`src/rtl/audio_pkg.sv`:
```
// audio_pkg: shared types and constants for the 48 kHz audio sample path.
package audio_pkg;
    typedef logic signed [15:0] sample_t;

    localparam int FS_HZ  = 48000;
    localparam int CLK_HZ = 48000000;

    typedef enum logic {
        IDLE = 1'b0,
        RUN  = 1'b1
    } i2s_state_t;
endpackage

```
`src/rtl/i2s_bitclk.sv`:
```
// i2s_bitclk: BCLK / LRCLK timebase for the I2S transmitter.
// Counts clocks per BCLK, BCLKs per slot and the L/R channel; emits the
// registered bit and word clocks plus strobes for the data path.
module i2s_bitclk #(
    parameter  int BCLK_DIV  = 20,
    parameter  int SLOT_BITS = 25,
    localparam int CW        = $clog2(BCLK_DIV),
    localparam int BW        = $clog2(SLOT_BITS)
) (
    input  logic          i_clk48,
    input  logic          i_rst48,
    input  logic          i_en,
    output logic          o_bclk,
    output logic          o_lrclk,
    output logic          o_fall,
    output logic          o_frame_start,
    output logic [BW-1:0] o_bit_cnt
);
    localparam logic [CW-1:0] BCLK_LAST = CW'(BCLK_DIV - 1);
    localparam logic [CW-1:0] BCLK_HALF = CW'(BCLK_DIV / 2);
    localparam logic [BW-1:0] BIT_LAST  = BW'(SLOT_BITS - 1);

    logic [CW-1:0] bclk_cnt_q;
    logic [BW-1:0] bit_cnt_q;
    logic          ch_q;
    logic          bclk_q;
    logic          lrclk_q;

    // Counters sit at zero outside RUN so the first RUN cycle is a frame start.
    always_ff @(posedge i_clk48) begin
        if (i_rst48 || !i_en) begin
            bclk_cnt_q <= '0;
            bit_cnt_q  <= '0;
            ch_q       <= 1'b0;
            bclk_q     <= 1'b0;
            lrclk_q    <= 1'b0;
        end else begin
            if (bclk_cnt_q == BCLK_LAST) begin
                bclk_cnt_q <= '0;
                if (bit_cnt_q == BIT_LAST) begin
                    bit_cnt_q <= '0;
                    ch_q      <= ~ch_q;
                end else begin
                    bit_cnt_q <= bit_cnt_q + BW'(1);
                end
            end else begin
                bclk_cnt_q <= bclk_cnt_q + CW'(1);
            end
            bclk_q <= (bclk_cnt_q >= BCLK_HALF);
            // Word select moves together with the BCLK falling edge.
            if (bclk_cnt_q == '0) lrclk_q <= ch_q;
        end
    end

    assign o_bclk        = bclk_q;
    assign o_lrclk       = lrclk_q;
    assign o_fall        = i_en && (bclk_cnt_q == '0);
    assign o_frame_start = o_fall && (bit_cnt_q == '0) && !ch_q;
    assign o_bit_cnt     = bit_cnt_q;
endmodule

```
`src/rtl/i2s_tx.sv`:
```
// i2s_tx: latches strobed mono samples and serialises them as stereo I2S
// (same word on L and R) in the 48 MHz domain.
// Optional macro I2S_TX_LEFT_JUSTIFIED_EN selects left-justified framing
// (MSB aligned with the LRCLK edge); default is standard I2S (one-BCLK delay).
module i2s_tx
    import audio_pkg::*;
#(
    parameter int BCLK_DIV  = 20,
    parameter int SLOT_BITS = 25,
    parameter int SAMPLE_W  = 16
) (
    input  logic                i_clk48,
    input  logic                i_rst48,
    input  logic [SAMPLE_W-1:0] i_sample,
    input  logic                i_valid,
    input  logic                i_mute,
    output logic                o_bclk,
    output logic                o_lrclk,
    output logic                o_sdata,
    output logic                o_active,
    output logic                o_underrun,
    output logic                o_overrun
);
    localparam int BW  = $clog2(SLOT_BITS);
    localparam int PAD = SLOT_BITS - 1 - SAMPLE_W;

    i2s_state_t           state_q;
    logic [SAMPLE_W-1:0]  hold_q;
    logic [SAMPLE_W-1:0]  word_q;
    logic [SAMPLE_W-1:0]  word_d;
    logic [SAMPLE_W-1:0]  cur_word;
    logic                 pending_q;
    logic                 sdata_q;
    logic                 underrun_q;
    logic                 overrun_q;
    logic                 fall;
    logic                 frame_start;
    logic [BW-1:0]        bit_cnt;
    logic [SLOT_BITS-1:0] slot_vec;
    logic [SLOT_BITS-1:0] slot_shift;

    i2s_bitclk #(
        .BCLK_DIV  (BCLK_DIV),
        .SLOT_BITS (SLOT_BITS)
    ) u_bitclk (
        .i_clk48       (i_clk48),
        .i_rst48       (i_rst48),
        .i_en          (state_q == RUN),
        .o_bclk        (o_bclk),
        .o_lrclk       (o_lrclk),
        .o_fall        (fall),
        .o_frame_start (frame_start),
        .o_bit_cnt     (bit_cnt)
    );

    // Word for the coming frame: mute wins, a coincident strobe bypasses hold,
    // and with nothing pending the previous word repeats.
    always_comb begin
        word_d = word_q;
        if (i_mute)         word_d = '0;
        else if (i_valid)   word_d = i_sample;
        else if (pending_q) word_d = hold_q;
    end

    // Bit 0 of the left slot is launched in the load cycle, so use the new word there.
    assign cur_word = frame_start ? word_d : word_q;

    // Slot image MSB-first: bit slot b is slot_vec[SLOT_BITS-1-b].
`ifdef I2S_TX_LEFT_JUSTIFIED_EN
    assign slot_vec = SLOT_BITS'(cur_word) << (PAD + 1);
`else
    assign slot_vec = SLOT_BITS'(cur_word) << PAD;
`endif
    assign slot_shift = slot_vec << bit_cnt;

    // IDLE/RUN FSM, sample capture, frame-start load, status pulses and serial data.
    always_ff @(posedge i_clk48) begin
        if (i_rst48) begin
            state_q    <= IDLE;
            hold_q     <= '0;
            word_q     <= '0;
            pending_q  <= 1'b0;
            sdata_q    <= 1'b0;
            underrun_q <= 1'b0;
            overrun_q  <= 1'b0;
        end else begin
            underrun_q <= 1'b0;
            overrun_q  <= 1'b0;
            if (state_q == IDLE && i_valid) state_q <= RUN;
            if (i_valid) hold_q <= i_sample;
            if (frame_start) begin
                word_q     <= word_d;
                pending_q  <= i_valid;
                underrun_q <= !pending_q && !i_valid;
            end else if (i_valid) begin
                pending_q <= 1'b1;
                overrun_q <= pending_q;
            end
            if (fall) sdata_q <= slot_shift[SLOT_BITS-1];
        end
    end

    assign o_sdata    = sdata_q;
    assign o_active   = (state_q == RUN);
    assign o_underrun = underrun_q;
    assign o_overrun  = overrun_q;
endmodule

```
`config.mk`:
```
export PLATFORM = sky130hd
export DESIGN_NAME = i2s_tx
export DESIGN_NICKNAME = d
export VERILOG_FILES = /design/src/rtl/audio_pkg.sv /design/src/rtl/i2s_bitclk.sv /design/src/rtl/i2s_tx.sv
export SDC_FILE = /design/constraint.sdc
export NUM_CORES = 1
export LEC_CHECK = 0
export CAP_MARGIN = 10
export CORE_UTILIZATION = 35
export CTS_BUF_LIST = sky130_fd_sc_hd__clkbuf_16
export CTS_CLUSTER_SIZE = 25
export DETAILED_ROUTE_END_ITERATION = 7
export PLACE_DENSITY = 0.55
export SYNTH_ARGS = -nofsm -noshare
export SYNTH_HDL_FRONTEND = slang
export SYNTH_HIERARCHICAL = 1
export SYNTH_SLANG_ARGS = --single-unit
```
`constraint.sdc`:
```
create_clock -name i_clk48 -period 5.46 [get_ports i_clk48]
set_input_delay 0.819 -clock i_clk48 [delete_from_list [all_inputs] [get_ports i_clk48]]
set_output_delay 0.819 -clock i_clk48 [all_outputs]
set_load 0.05 [all_outputs]
```
# After elaboration in Yosys (flattened, before gate mapping)
# Cells that the tools add are included.
# op_classes
eq_ne,2
n_mux,7
addsub,2
shift,1
n_reduce_logical,17
bitwise_logic,4
n_lt_le_gt_ge,1
# ops
cell,count
two-way mux 16 bit,4
<< shifter 24 x 5 -> 25 bit,1
"adder 5 x 1 -> 5 bit, second input constant",2
"equality test 5 bit, second input constant",2
logical NOT 5 bit,2
"greater-or-equal comparator 5 x 4 -> 1 bit, second input constant",1
logical AND 1 bit,5
two-way mux 5 bit,1
logical NOT 1 bit,4
NOT 1 bit,4
OR reduction 2 bit,2
OR reduction 3 bit,1
two-way mux 1 bit,2
AND reduction 2 bit,1
nonzero test 2 bit,1
logical OR 1 bit,1
# word_totals
output_inout_bits,6
elab_cells,46
in_bits,20
ff_bits,50

# Longest topological paths before layout
# logic_depth
ltp_word,6
mapped_depth,11
mapped_depth_nobuf,10

# Hierarchy
# The synthesis kept the hierarchy.
# modules_own_cells
module,seq_area_each_um2,cells_each,area_per_inst_um2,n_inst
i2s_tx,740.7,218,1951.9,1
i2s_bitclk,260.2,71,670.6,1

# Worst setup path before layout
# No wires, ideal clock.
# synth_path
kind,register to register
startpoint,reg u_bitclk.bclk_cnt_q[0]
endpoint,"reg sdata_q, in the netlist o_sdata"
slack_ps,2650
n_path_buf,1
stages_incl_launch_ff,12
synth_period_minus_slack_ps,2810
arrival_ps,2715
setup_ps,95
required_time_ps,5365
cell_sequence,dfxtp_1 inv_1 ha_1 nor4b_1 and2_1 and4b_1 or3b_1 buf_2 o2111ai_1 nand4_1 or4_1 o311ai_1
# synth_between
elab_chain_cells,6
# synth_rtl
element,line,rtl
"start, declared",i2s_bitclk.sv:23,logic [CW-1:0] bclk_cnt_q;
"start signal, assigned",i2s_bitclk.sv:47,bclk_cnt_q <= bclk_cnt_q + CW'(1);
logical NOT 5 bit,i2s_bitclk.sv:57,assign o_fall = i_en && (bclk_cnt_q == '0);
logical AND 1 bit,i2s_bitclk.sv:57,
net fall,i2s_tx.sv:36,logic fall;
logical AND 1 bit (2 in series),i2s_bitclk.sv:58,assign o_frame_start = o_fall && (bit_cnt_q == '0) && !ch_q;
net frame_start,i2s_tx.sv:37,logic frame_start;
two-way mux 16 bit,n/a,
<< shifter 24 x 5 -> 25 bit,i2s_tx.sv:74,assign slot_shift = slot_vec << bit_cnt;
"end signal, assigned",i2s_tx.sv:99,if (fall) sdata_q <= slot_shift[SLOT_BITS-1];
"end, declared",i2s_tx.sv:33,logic sdata_q;
# The timed path passes the listed nets, and every way through them passes these cells.
# A chain may end at the register's enable or synchronous reset.

# Worst setup path after layout
# Ends and elaborated chain as after synthesis.

==> run_results.csv <==
group,metric,value,unit
outcome,status,"finished, final reports clean",
final_layout,layout_common_cells,"dfxtp_1 (50), mux2i_1 (26), nor2_1 (26)",
final_layout,fillers,728,
timing,fin_skew,0.00801,ns
clock_tree,cts_resized,0,
floorplanning,rows,31,
timing,fmaxAchievable,284,MHz
power_and_ir_drop,p_per_area,255,nW/um^2
floorplanning,dieArea,7840,um^2
global_route,grt_pass1_wl,9830,um
clock_tree,h-tree-depth,2,
logic_synthesis,yosysWarnings,6,
drt,first_pass_iters,4,
final_layout,final_layout_size_suffix_gt1_share,7.57,%
worst_setup_path,crit_path_top_delay_cell,"or4_1",
worst_setup_path,slowest_delay,0.56,ns
global_route,antenna_found_initial,0,
placed_design,gp_congestion,0.776,
worst_setup_path,critical_path_class,"flip-flop to flip-flop",
hold_path,hold_end,"word_q[15]",
global_route,grt_max_degree,41,
final_layout,layout_commonest_cell,"dfxtp_1",
timing,post-route-period-util,64.6,%
timing,final_max_slew_viol_count,0,
floorplanning,core,7250,um^2
worst_setup_path,reg2reg_depth,11,
logic_synthesis,synth_seq_cells,50,
clock_tree,postCtsSetupRepairBufs,0,
worst_setup_path,crit_family,"simple AND/OR/NAND/NOR gates",
timing,hold_viol,0,
logic_synthesis,async_flop_share,0,%
worst_setup_path,critPathBufInv,2,
final_layout,antenna_cells,0,
clock_tree,clock_latency,0.29,ns
logic_synthesis,ys_seq_area_share,38.2,%
worst_setup_path,cp-start-kind,"flip-flop",
drt,antenna_left,0,
drt,wirelength,5920,um
floorplanning,fp.dieH,88.6,um
clock_tree,clk_pin_slew,0.07,ns
clock_tree,clockRootBuffer,"clkbuf_16",
placed_design,portBuffers,25,
worst_setup_path,crit_path_end_kind,"flip-flop",
worst_setup_path,critical_path_required,5.65,ns
timing,setup_violations,0,
timing,worst_pin_slew,1.06,ns
timing,fin_tns_setup,0,ns
logic_synthesis,synth_fp_nets,314,
hold_path,min_path_cells,2,
floorplanning,io_pins,26,
logic_synthesis,synthDistinctLibCells,54,
drt,vias,2150,
logic_synthesis,netlist.area_leader.share,38.2,%
worst_setup_path,cp.depth,11,
global_route,overflow,0,
logic_synthesis,synth_edf_count,0,
worst_setup_path,r2r-start,"u_bitclk/bclk_cnt_q[0]",
worst_setup_path,reg2reg_slack,1.93,ns
clock_tree,cts_tree,"built",
worst_setup_path,timing.rr.end,"o_sdata",
power_and_ir_drop,ir_worst_vdd,0.155,mV
clock_tree,clock_sinks,50,
logic_synthesis,synth_cells,289,
timing,rsz0062_at_grt,"no",
final_layout,fin_nets,328,
hold_path,hp-class,"flip-flop to flip-flop",
worst_setup_path,worstPathCellList,"inv_1 -> ha_1 -> nor4b_1 -> and2_1 -> and4b_1 -> buf_4 -> or3b_1 -> o2111ai_1 -> nand4_1 -> or4_1 -> o311ai_1",
hold_path,min_from,"word_q[15]",
global_route,track_usage,16.5,%
placed_design,hpwl,3950,um
timing,hold_ws,0.482,ns
run,maxCapViolCount,0,
logic_synthesis,synth_ff_type,"dfxtp_1",
clock_tree,cts_buffers,5,
floorplanning,fp.dieW,88.6,um
logic_synthesis,syn_avg_cell_area,9.07,um^2
global_route,grt_pass1_vias,1984,
worst_setup_path,crit_fanout,17,
logic_synthesis,synth_top_cell_by_area,"dfxtp_1",
power_and_ir_drop,p_leak,1.09,nW
drt,wl_per_cell,14.7,um
drt,viasPerCell,5.33,
drt,drc,0,
clock_tree,cts_hold_buf,0,
worst_setup_path,worstPathArrival,3.72,ns
clock_tree,ctsLongestPathBuffers,2,
logic_synthesis,synth_area,2620,um^2
timing,slew_headroom,28.9,%
logic_synthesis,yosys-top-cells-area,"dfxtp_1 (38%), mux2i_1 (9.9%), nor2_1 (3.7%)",
final_layout,area.growth.synth_to_final,16.6,%
drt,drt_iter0_markers,127,
floorplanning,initial_core_util,36.2,%
timing,min_period,3.53,ns
logic make-up (layout without fill, tap and decap cells):
logic type,after synthesis,count (layout),share of synthesized area [%]
flip-flops,50,50,38.2
XOR/XNOR,2,2,0.668
multiplexers,32,32,12.9
AO/OA/AOI/OAI,61,61,16.7
AND/OR/NAND/NOR,109,109,24.1
adder cells (fa/ha/maj),5,5,2.39
buffers and inverters,30,45,5.06
flip-flops by register name, indices dropped and copies added (netlist names):
name and count:
hold_q 16, o_active 1, o_overrun 1, o_sdata 1, o_underrun 1, pending_q 1, u_bitclk/bclk_cnt_q 5, u_bitclk/ch_q 1
u_bitclk/o_bclk 1, u_bitclk/o_bit_cnt 5, u_bitclk/o_lrclk 1, word_q 16
metrics by stage:
stage	utilization, %	power, W	instances	area (um^2)	worst slack, ns
2_1_floorplan	-	0.000456	289	2620	2.65
3_3_place_gp	40.2	0.000488	395	2920	2.03
3_5_place_dp	40.2	0.000489	395	2920	1.98
4_1_cts	42.1	0.000792	403	3060	1.94
5_1_grt	42.1	0.000819	403	3060	1.66
6_report	42.1	0.000779	403	3060	1.93
synth_stat cells, drive strengths merged (3+ instances only):
library cell and instances:
nor2 26, ha 5, inv 8, or2 5, nand2b 13, a21o 3
a21oi 19, a31oi 6, o31a 3, clkbuf 11, dfxtp 50, nand3 4
nor2b 9, a311oi 4, nor3b 7, or3 3, nor4b 3, o21ai 3
nand4b 7, nor3 7, buf 10, o211ai 6, a211oi 3, mux2 5
mux2i 26, nand2 12, o2111ai 5
worst max path at each step:
stage                                      start  endpoint
after global placement    u_bitclk/bclk_cnt_q[0]   o_sdata
final                     u_bitclk/bclk_cnt_q[0]   o_sdata
after CTS                 u_bitclk/bclk_cnt_q[0]   o_sdata
after global routing      u_bitclk/bclk_cnt_q[0]   o_sdata
after detailed placement  u_bitclk/bclk_cnt_q[0]   o_sdata
after floorplan           u_bitclk/bclk_cnt_q[0]   o_sdata
per-layer routing:
metal	share of wire [%]	GRT usage [%]	vias to the layer above
li1	-	-	1091
met1	49	22.7	1012
met2	45	26.1	39
met3	4.3	3.17	8
met4	1.4	5.28	0
met5	0	0	-
tightest hold or removal path, cell delays in order (launching register included):
cell,delay (ns)
dfxtp_1,0.32
nand2_1,0.06
a21oi_1,0.05
report_power, final:
group	total, W	switching, W	internal, W	leakage [nW]
clock	0.000298	0.000131	0.000167	0.0689
sequential	0.000390	0.0000115	0.000378	0.408
combinational	0.0000911	0.0000472	0.0000439	0.618
final cells by class:
cell class | count | area, um^2 | area share [%]
tap | 99 | 124 | 4.05
multi-input combinational | 209 | 1490 | 48.7
clock buffer | 5 | 125 | 4.09
clock inverter | 3 | 16.3 | 0.532
timing repair buffer | 28 | 268 | 8.76
sequential | 50 | 1000 | 32.7
inverter | 9 | 33.8 | 1.11
Note: power is estimated with default switching activity, not from simulation.
